File: config.mk
export PLATFORM = sky130hd
export DESIGN_NAME = cpu86_retire_reg_cmp
export DESIGN_NICKNAME = d
export VERILOG_FILES = /design/src/rtl/cpu86_retire_checker.sv
export SDC_FILE = /design/constraint.sdc
export NUM_CORES = 1
export LEC_CHECK = 0
export CORE_AREA = 8 8 45 47
export DETAILED_ROUTE_END_ITERATION = 16
export DIE_AREA = 0 0 53 55
export PLACE_DENSITY = 0.56
export SLEW_MARGIN = 5
export SYNTH_ARGS = -nofsm -noshare
export SYNTH_HDL_FRONTEND = slang
export SYNTH_SLANG_ARGS = --single-unit
File: constraint.sdc
create_clock -name vclk -period 1.15
set_clock_uncertainty 0.15 [all_clocks]
set_input_delay 0.115 -clock vclk [all_inputs]
set_output_delay 0.115 -clock vclk [all_outputs]
set_load 0.02 [all_outputs]
File: src/rtl/cpu86_retire_checker.sv
// cpu86_retire_checker
//   Lock-step checker comparing a DUT retire stream against a golden-model
//   stream. Each stream is buffered in its own DEPTH-entry FIFO; head pairs
//   are compared one per cycle. After a DUT control transfer the checker
//   enters RESYNC and may discard up to MAX_SKIP wrong-path DUT records
//   while looking for the reference address.
// Ports
//   clk, reset      : clock, synchronous active-high reset
//   dut_if          : DUT stream (slave)
//   ref_if          : reference stream (gold_slave)
//   err_valid       : one-cycle error pulse, 1 cycle after the pop
//   err_code        : 1 CS:IP mismatch, 2 register mismatch, 3 resync fail
//   err_reg         : per-register mismatch flags (code 2 only)
//   err_cnt, chk_cnt, skip_cnt_total : saturating statistics
//   halt            : sticky, set once err_cnt reaches ERR_LIMIT

// Per-register comparator; CMP_MASK selects which bits participate.
module cpu86_retire_reg_cmp #(
    parameter int                DATA_W   = 16,
    parameter logic [DATA_W-1:0] CMP_MASK = '1
) (
    input  logic [DATA_W-1:0] a,
    input  logic [DATA_W-1:0] b,
    input  logic              en,
    output logic              miss
);
    assign miss = en && (|((a ^ b) & CMP_MASK));
endmodule


; Yosys cells after proc, flatten, opt, wreduce, memory -nomap -nowiden
; Index checks and enable logic that the tools add are counted.
[op_classes]
add_sub_neg = 0
n_eq_ne = 0
bitwise = 1
muxes = 0
magnitude_cmp = 0
multipliers = 0
div = 0
n_reduce_logical = 2
n_shift = 0
[op_table]
columns = operator, count
row1 = $reduce_or A16 Y1, 1
row2 = $xor A16 B16 Y16, 1
row3 = $logic_and A1 B1 Y1, 1
[word_totals]
in_bits = 33
mem_bits_rw = 0
n_memories = 0
out_inout_bits = 1
regBits = 0
latchBits = 0
elab_cells = 3
mem_bits_ro = 0

; Depth between registers and ports, before layout
; Gate-level depths: netlist of run 1.
[logic_depth]
depth_word = 3
mapped_depth = 3
depth_no_buf = 3

; Worst setup path after synthesis of run 1
; OpenSTA, ideal clock, no wires.
[synth_timing]
kind = in2out
from = input b[10]
to = output miss
required_time_ps = 885
t_arrival_ps = 848
path_stages = 3
slack_ps = 37
path_cell_list = xnor2_1 -> nand4_1 -> o41a_1
[synth_via]
elab_chain_len = 3
[synth_lines]
columns = element, line_no
row1 = from (decl), 23  ; input logic [DATA_W-1:0] b,
row2 = $xor A16 B16 Y16, 27  ; assign miss = en && (|((a ^ b) & CMP_MASK));
row3 = $reduce_or A16 Y1, 27
row4 = $logic_and A1 B1 Y1, 27
row5 = to (decl), 25  ; output logic miss
; No other way between the ends.

; Final worst setup path of run 1
[layout_timing]
from = input a[4]
to = output miss
[layout_via]
elab_chain_len = 3
[layout_lines]
columns = element, line_no
row1 = from (decl), 22  ; input logic [DATA_W-1:0] a,
row2 = $xor A16 B16 Y16, 27
row3 = $reduce_or A16 Y1, 27
row4 = $logic_and A1 B1 Y1, 27
; No other way between the ends.

==> qor.yml, run 1 <==
status:
  status: "complete, but fails checks"
  violations: "negative setup slack"
route:
  drc: 0
  first_pass_iters: 1
  drt_iter0_markers: 0
  drt-wirelength-per-cell_um: 11.9
  num_vias: 270
  wirelength_um: 846
  via_per_inst: 3.80
  ant_nets: 0
synth:
  synth_cells: 21
  ys_seq_area_share_pct: 0
  yosys_warnings: 0
  syn_nets: 54
  syn_avg_cell_area_um2: 8.40
  syn-cell-area_um2: 176
  yosys.cell_types.count: 3
setup_path:
  start_kind: "input port"
  critPathRequiredTime_ps: 880
  cp.arrival_ps: 1040
  worstSetupPathType: "in -> out"
  crit_path_end_kind: "output port"
  crit_fanout: 1
grt:
  grtUsageTotal_pct: 5.23
  grt_max_degree: 2
  antenna_found_initial: 0
  grt_pass1_vias: 288
  gr-total-overflow: 0
  grt_pass1_wl_mm: 1.24
final_layout:
  diodes: 0
  drive_above_1_share_pct: 74.5
  fin_nets: 90
  areaGrowthSynthToFinish_pct: 180
  nClkBuffers: 0
  postLayoutCellArea_um2: 494
  seq_cells: 0
  ff_latch_area_um2: 0
  n_fill_cell: 159
floorplan:
  initial_core_util_pct: 12.7
  fp.dieArea_um2: 2920
  die_w_um: 53
  boundaryPins: 34
  core_area_um2: 1380
  fp.dieH_um: 55
  rows: 14
timing:
  finalCriticalPeriod_ps: 1300
  period_share_pct: 113
  hold_ws_ps: 548
  slew_violations: 0
  timing.fmax_ghz: 0.767
  max_slew_margin_pct: 90.5
  setup_slack_ps: -153
  rsz0062_at_grt: "true"
  final_hold_viol_count: 0
  setup_viol: 1
  worst-slew-pin-transition_ps: 141
power:
  irDropWorstVdd_mv: 0.115
  power.leakage_nw: 0.238
  power_density_nw_per_um2: 357
  p_total_uw: 177
job:
  maxCapViolCount: 0
worst_hold_path:
  hp-start: "b[8]"
  min_to: "miss"
  hp-class: "in -> out"
  hold_depth: 5
place:
  place_area_um2: 537
  numPortBuffers: 34
  dp_slack_ps: -925
  gp_congestion: 0.707
clock_tree:
  cts_hold_buf: 0
  cts_setup_buffers: 0
## worst max-delay path: stages
cell and delay, ps:
buf_6 90, xnor2_2 130, nand4_1 110, o41a_1 440, buf_6 140
## layer usage
metal | part of all wire [%] | up-vias | routed length, µm | track usage, %
li1 | - | 142 | - | -
met1 | 39 | 110 | 329 | 6.95
met2 | 46 | 18 | 390 | 7.62
met3 | 15 | 0 | 126 | 2.94
met4 | 0 | 0 | 0 | 0
met5 | 0 | - | 0 | 0
## placed cells by master (no fill, tap or decap)
master | netlist | final
buf_2 | 0 | 17
buf_6 | 0 | 10
xnor2_1 | 16 | 8
xnor2_2 | 0 | 8
clkbuf_2 | 0 | 6
nand4_1 | 4 | 4
o41a_1 | 1 | 1
clkdlybuf4s50_1 | 0 | 1
## worst max path at each step
stage          endpoint  slack [ps]  startpoint
6_report           miss        -150        a[4]
5_1_grt            miss        -210        a[4]
4_1_cts            miss        -160        a[4]
3_5_place_dp       miss        -930        b[3]
3_3_place_gp       miss        -920        b[3]
2_1_floorplan      miss          40       b[10]
## what timing repair did
item,CTS,global route
resized for setup,111,13
endpoints found under the setup margin,1,1
pin swaps,21,9
## final cells by class
class | instances | area (µm²) | share of cell area (%)
tap | 16 | 20.0 | 4.05
timing repair buffer | 34 | 238 | 48.1
multi-input combinational | 21 | 236 | 47.8
## Yosys cell counts (all sizes together)
| master | n | area (µm²) |
|---|---|---|
| xnor2 | 16 | 140 |
| o41a | 1 | 11.3 |
| nand4 | 4 | 25.0 |
## metrics by stage
step,TNS (ps),util [%],std cells
global placement,-924,38.8,71
finish,-153,35.7,71
CTS,-157,34.3,71
global route,-209,35.7,71
floorplan,0,-,21
detailed placement,-925,38.8,71
## cells by family after synthesis
logic type	share of synthesized area, %
simple gates	14.2
xor+xnor	79.4
compound gates	6.38
## power by group
group	internal, mW	leakage [nW]	switching, mW
registers	0	0	0
clock network	0	0	0
logic	0.121	0.238	0.0556
total	0.121	0.238	0.0556
(Power assumes the default switching activity.)
==> run 2, diff against run 1 <==
--- a/config.mk
+++ b/config.mk
@@ -5,10 +5,12 @@
 export SDC_FILE = /design/constraint.sdc
 export NUM_CORES = 1
 export LEC_CHECK = 0
+export ABC_AREA = 1
 export CORE_AREA = 8 8 45 47
 export DETAILED_ROUTE_END_ITERATION = 16
 export DIE_AREA = 0 0 53 55
-export PLACE_DENSITY = 0.56
+export GPL_ROUTABILITY_DRIVEN = 0
+export PLACE_DENSITY = 0.69
 export SLEW_MARGIN = 5
 export SYNTH_ARGS = -nofsm -noshare
 export SYNTH_HDL_FRONTEND = slang
==> qor.yml, run 2 <==
status:
  status: "finished clean"
timing:
  timing.fmax_ghz: 0.887  # +16%
  worst-slew-pin-transition_ps: 117  # -24.1 ps
  fin_setup_tns_ps: 0  # +153 ps
  rsz0062_at_grt: "true"
  period_share_pct: 98.0  # -15 points
  max_slew_margin_pct: 92.2  # +1.6 points
  finalCriticalPeriod_ps: 1130  # -176 ps
  hold_ws_ps: 641  # +92.4 ps
  final_hold_viol_count: 0  # unchanged
  slew_violations: 0  # unchanged
  setup_viol: 0  # -1
place:
  hpwl_um: 996
  numPortBuffers: 34  # unchanged
  dp_cells: 137  # +93%
grt:
  gr-total-overflow: 0  # unchanged
  grt_pass1_wl_mm: 1.70  # +38%
  grt_pass1_vias: 472  # +64%
  grt_max_degree: 3  # +1
  grtUsageTotal_pct: 6.87  # +1.6 points
  antenna_found_initial: 0  # unchanged
clock_tree:
  cts_setup_buffers: 0  # unchanged
  cts_hold_buf: 0  # unchanged
synth:
  ys_top_cells_by_count: "nand2_1, inv_1, nor2_1, a21oi_1, xor2_1"
  syn-cell-area_um2: 333  # +89%
  yosys.cell_types.count: 5  # +2
  yosys_warnings: 0  # unchanged
  synthTopCellsByArea: "nand2_1, inv_1, nor2_1"
  ys_seq_area_share_pct: 0  # unchanged
  syn_avg_cell_area_um2: 3.83  # -54%
  synthDominantCellAreaShare_pct: 44.0  # -35 points
  syn_nets: 120  # +120%
  synth_cells: 87  # +310%
  yosysTopAreaCell: "nand2_1"
  synth.most_common_cell: "nand2_1"
route:
  drt_iter0_markers: 8  # +8
  ant_nets: 0  # unchanged
  num_vias: 544  # +100%
  via_per_inst: 3.97  # +4.4%
  first_pass_iters: 4  # +3
  drt-wirelength-per-cell_um: 8.10  # -32%
  wirelength_mm: 1.11  # +31%
  drc: 0  # unchanged
final_layout:
  fin_nets: 156  # +73%
  mostFrequentLayoutCells: "nand2_1, inv_1, buf_2"
  diodes: 0  # unchanged
  seq_cells: 0  # unchanged
  final_cell_count_no_fill: 137  # +93%
  nClkBuffers: 0  # unchanged
  drive_above_1_share_pct: 32.2  # -42 points
  multi_input_area_um2: 253  # +6.9%
  n_fill_cell: 184  # +16%
  layout_commonest_cell: "nand2_1"
  ff_latch_area_um2: 0  # unchanged
  areaGrowthSynthToFinish_pct: 73.3
floorplan:
  boundaryPins: 34  # unchanged
  fp.dieArea_um2: 2920  # unchanged
  die_w_um: 53  # unchanged
  rows: 14  # unchanged
  initial_core_util_pct: 24.1  # +11 points
  core_area_um2: 1380  # unchanged
  fp.dieH_um: 55  # unchanged
power:
  power.internal_uw: 90.0  # -26%
  power_density_nw_per_um2: 290  # -19%
  irDropWorstVdd_mv: 0.0933  # -19%
  clkPwrFrac_pct: 0  # unchanged
  power_frac_seq_pct: 0  # unchanged
  swShare_pct: 46.1  # +15 points
  power.leakage_nw: 0.439  # +85%
  p_switching_uw: 77.0  # +39%
  p_comb_share_pct: 100.0  # about the same
setup_path:
  critPathRequiredTime_ps: 880  # about the same
  worst-path-stages: 4  # -1
  crit_start: "en"
  cp.arrival_ps: 860  # -180 ps
  worstSetupPathType: "in -> out"
  slowest_delay_ps: 450  # about the same
  slowest_stage: "clkdlybuf4s50_1"
  critPathBufInv: 3  # +1
  crit_end: "miss"
  worstPathCellList: "clkdlybuf4s50_1, inv_1, a21oi_1, buf_4"
  crit_path_end_kind: "output port"
  critPathTopFamily: "buffers and inverters"
  crit_fanout: 1  # unchanged
  start_kind: "input port"
job:
  maxCapViolCount: 0  # unchanged
worst_hold_path:
  hp-class: "in -> out"
## run 2: worst min-delay path by stage
stage	start	slack (ps)	depth (start not counted)	to
4_1_cts	a[14]	640	8	miss
6_report	b[4]	640	8	miss
3_3_place_gp	en	1100	4	miss
2_1_floorplan	en	200	2	miss
3_5_place_dp	en	1100	4	miss
5_1_grt	b[6]	680	8	miss
## run 2: layer usage
layer / vias to the layer above / track usage, % / share of wire, %
met1: 221 / 7.54 / 40
li1: 305 / - / -
met2: 18 / 12.5 / 47
met3: 0 / 3.21 / 13
met4: 0 / 0 / 0
met5: - / 0 / 0
## run 2: stage by stage
step	worst slack [ps]	utilization, %	area (µm²)	power [mW]
floorplan	142	-	333	0.0717
CTS	3.14	41.7	577	0.162
global placement	-745	50.1	693	0.202
global route	-5.20	41.7	577	0.190
finish	22.8	41.7	577	0.167
detailed placement	-757	50.1	693	0.207
## run 2: final cells by class
type / count / area share [%]
inverters: 26 / 16.9
multi-input cells: 61 / 43.8
well taps: 16 / 3.47
repair buffers: 34 / 35.8
## run 2: what timing repair did
| item | CTS | global route |
|---|---|---|
| resized for setup | 121 | 19 |
| setup endpoints to repair | 1 | 1 |
| pin swaps | 43 | 22 |
## run 2: kinds of logic after synthesis
logic type | share of synthesized area, %
xor gates and xnor gates | 2.63
buffers and inverters | 29.3
and+or+nand+nor | 66.5
AOI/OAI and AO/OA | 1.50
## run 2: power groups by stage
stage,registers [mW],clock network [mW],logic (mW)
floorplan,0,0,0.0717
global placement,0,0,0.202
detailed placement,0,0,0.207
CTS,0,0,0.162
global route,0,0,0.190
finish,0,0,0.167
==> run 3, diff against run 2 <==
==> constraint.sdc (replaced) <==
create_clock -name vclk -period 1.15
set_clock_uncertainty 0.15 [all_clocks]
set_input_delay 0.1725 -clock vclk [all_inputs]
set_output_delay 0.1725 -clock vclk [all_outputs]
set_load 0.05 [all_outputs]
==> qor.yml, run 3 (synthesis gave the netlist of run 2 again) <==
status:
  status: "complete, but fails checks"
  violations: "negative setup slack"
job:
  maxCapViolCount: 0  # unchanged
timing:
  timing.fmax_ghz: 0.808  # -9.0%
  hold_ws_ps: 662  # +20.9 ps
  max_slew_margin_pct: 91.0  # -1.2 points
  worst-slew-pin-transition_ps: 135  # +17.9 ps
  fin_setup_tns_ps: -88.3  # -88.3 ps
  slew_violations: 0  # unchanged
  period_share_pct: 108  # +9.7 points
  setup_slack_ps: -88.3  # -111 ps
  setup_viol: 1  # +1
  final_hold_viol_count: 0  # unchanged
  finalCriticalPeriod_ps: 1240  # +111 ps
  rsz0062_at_grt: "true"
place:
  place_area_um2: 702  # +1.3%
  dp_slack_ps: -583  # +173 ps
  numPortBuffers: 34  # unchanged
  dp_cells: 137  # unchanged
  hpwl_um: 963  # -3.3%
final_layout:
  areaGrowthSynthToFinish_pct: 117
  fin_nets: 156  # unchanged
  ff_latch_area_um2: 0  # unchanged
  diodes: 0  # unchanged
  drive_above_1_share_pct: 46.3  # +14 points
  layout_commonest_cell: "nand2_1"
  final_cell_count_no_fill: 137  # unchanged
  mostFrequentLayoutCells: "nand2_1, buf_6, inv_1"
  nClkBuffers: 0  # unchanged
  seq_cells: 0  # unchanged
  postLayoutCellArea_um2: 722  # +25%
  fin_util_pct: 52.2  # +10 points
  n_fill_cell: 160  # -13%
worst_hold_path:
  hp-class: "in -> out"
  hold_depth: 4  # -4
floorplan:
  rows: 14  # unchanged
  fp.dieH_um: 55  # unchanged
  core_area_um2: 1380  # unchanged
  fp.dieArea_um2: 2920  # unchanged
  initial_core_util_pct: 24.1  # unchanged
  boundaryPins: 34  # unchanged
  die_w_um: 53  # unchanged
setup_path:
  worstSetupPathType: "in -> out"
  cp.arrival_ps: 920  # +60 ps
  start_kind: "input port"
  crit_path_end_kind: "output port"
  crit_fanout: 2  # +1
  critPathRequiredTime_ps: 830  # -50 ps
route:
  wirelength_mm: 1.11  # +0.36%
  num_vias: 554  # +1.8%
  via_per_inst: 4.04  # +1.8%
  drt-wirelength-per-cell_um: 8.13  # +0.36%
  drc: 0  # unchanged
  first_pass_iters: 3  # -1
  ant_nets: 0  # unchanged
  drt_iter0_markers: 5  # -3
power:
  irDropWorstVdd_mv: 0.107  # +15%
  swShare_pct: 41.4  # -4.7 points
  p_comb_share_pct: 100.0  # about the same
  power.internal_uw: 131  # +45%
  power_density_nw_per_um2: 309  # +6.7%
  clkPwrFrac_pct: 0  # unchanged
  p_switching_uw: 92.5  # +20%
  p_total_uw: 223  # +34%
  power_frac_seq_pct: 0  # unchanged
  power.leakage_nw: 0.472  # +7.3%
grt:
  grt_pass1_wl_mm: 1.81  # +6.0%
  grt_max_degree: 3  # unchanged
  gr-total-overflow: 0  # unchanged
  antenna_found_initial: 0  # unchanged
  grt_pass1_vias: 505  # +7.0%
  grtUsageTotal_pct: 7.36  # +0.49 points
clock_tree:
  cts_setup_buffers: 0  # unchanged
## run 3: cell count changes in the layout (fill, tap and decap cells not counted), moves of 2 or more
cell      previous run  this run
buf_2               25        11
inv_2                1         9
buf_6                3        21
nor2_1              16        13
nor2_2               3         5
nand2_1             38        33
nand2_2              1         6
inv_1               25        17
clkbuf_2             3         0
## run 3: area by class of cell
type                       count  area (µm²)  share of cell area, %
inverter                      26        97.6                   13.5
multi-input combinational     61         289                   40.0
tap                           16        20.0                   2.77
timing repair buffer          34         315                   43.7
## run 3: worst paths after layout
check | start | endpoint | slack, ps
setup / recovery | b[13] | miss | -90
hold / removal | en | miss | 660
## run 3: what timing repair did
action | CTS | global route
resized for setup | 132 | 36
pin swaps | 47 | 38
hold buffers | 0 | 0
gates cloned | 0 | 0
setup endpoints to repair | 1 | 1
## run 3: power groups by stage
stage	Clock, mW	Sequential (mW)	Combinational, mW
final	0	0	0.223
after floorplan	0	0	0.0783
after CTS	0	0	0.174
after detailed placement	0	0	0.212
after global placement	0	0	0.207
after global routing	0	0	0.251
## run 3: worst max-delay path, cell delays in order
cell and delay [ps]:
buf_6 90, nand2_1 50, inv_1 30, nor2_1 110, nor2_2 40, nand2_1 60, nor2_2 50, a21oi_4 140
buf_8 160
## run 3: routing by layer
layer	routed length (µm)	track usage [%]	part of all wire, %
met1	399	7.54	36
met4	0	0	0
met5	0	0	0
met3	131	3.21	12
met2	582	14.3	52
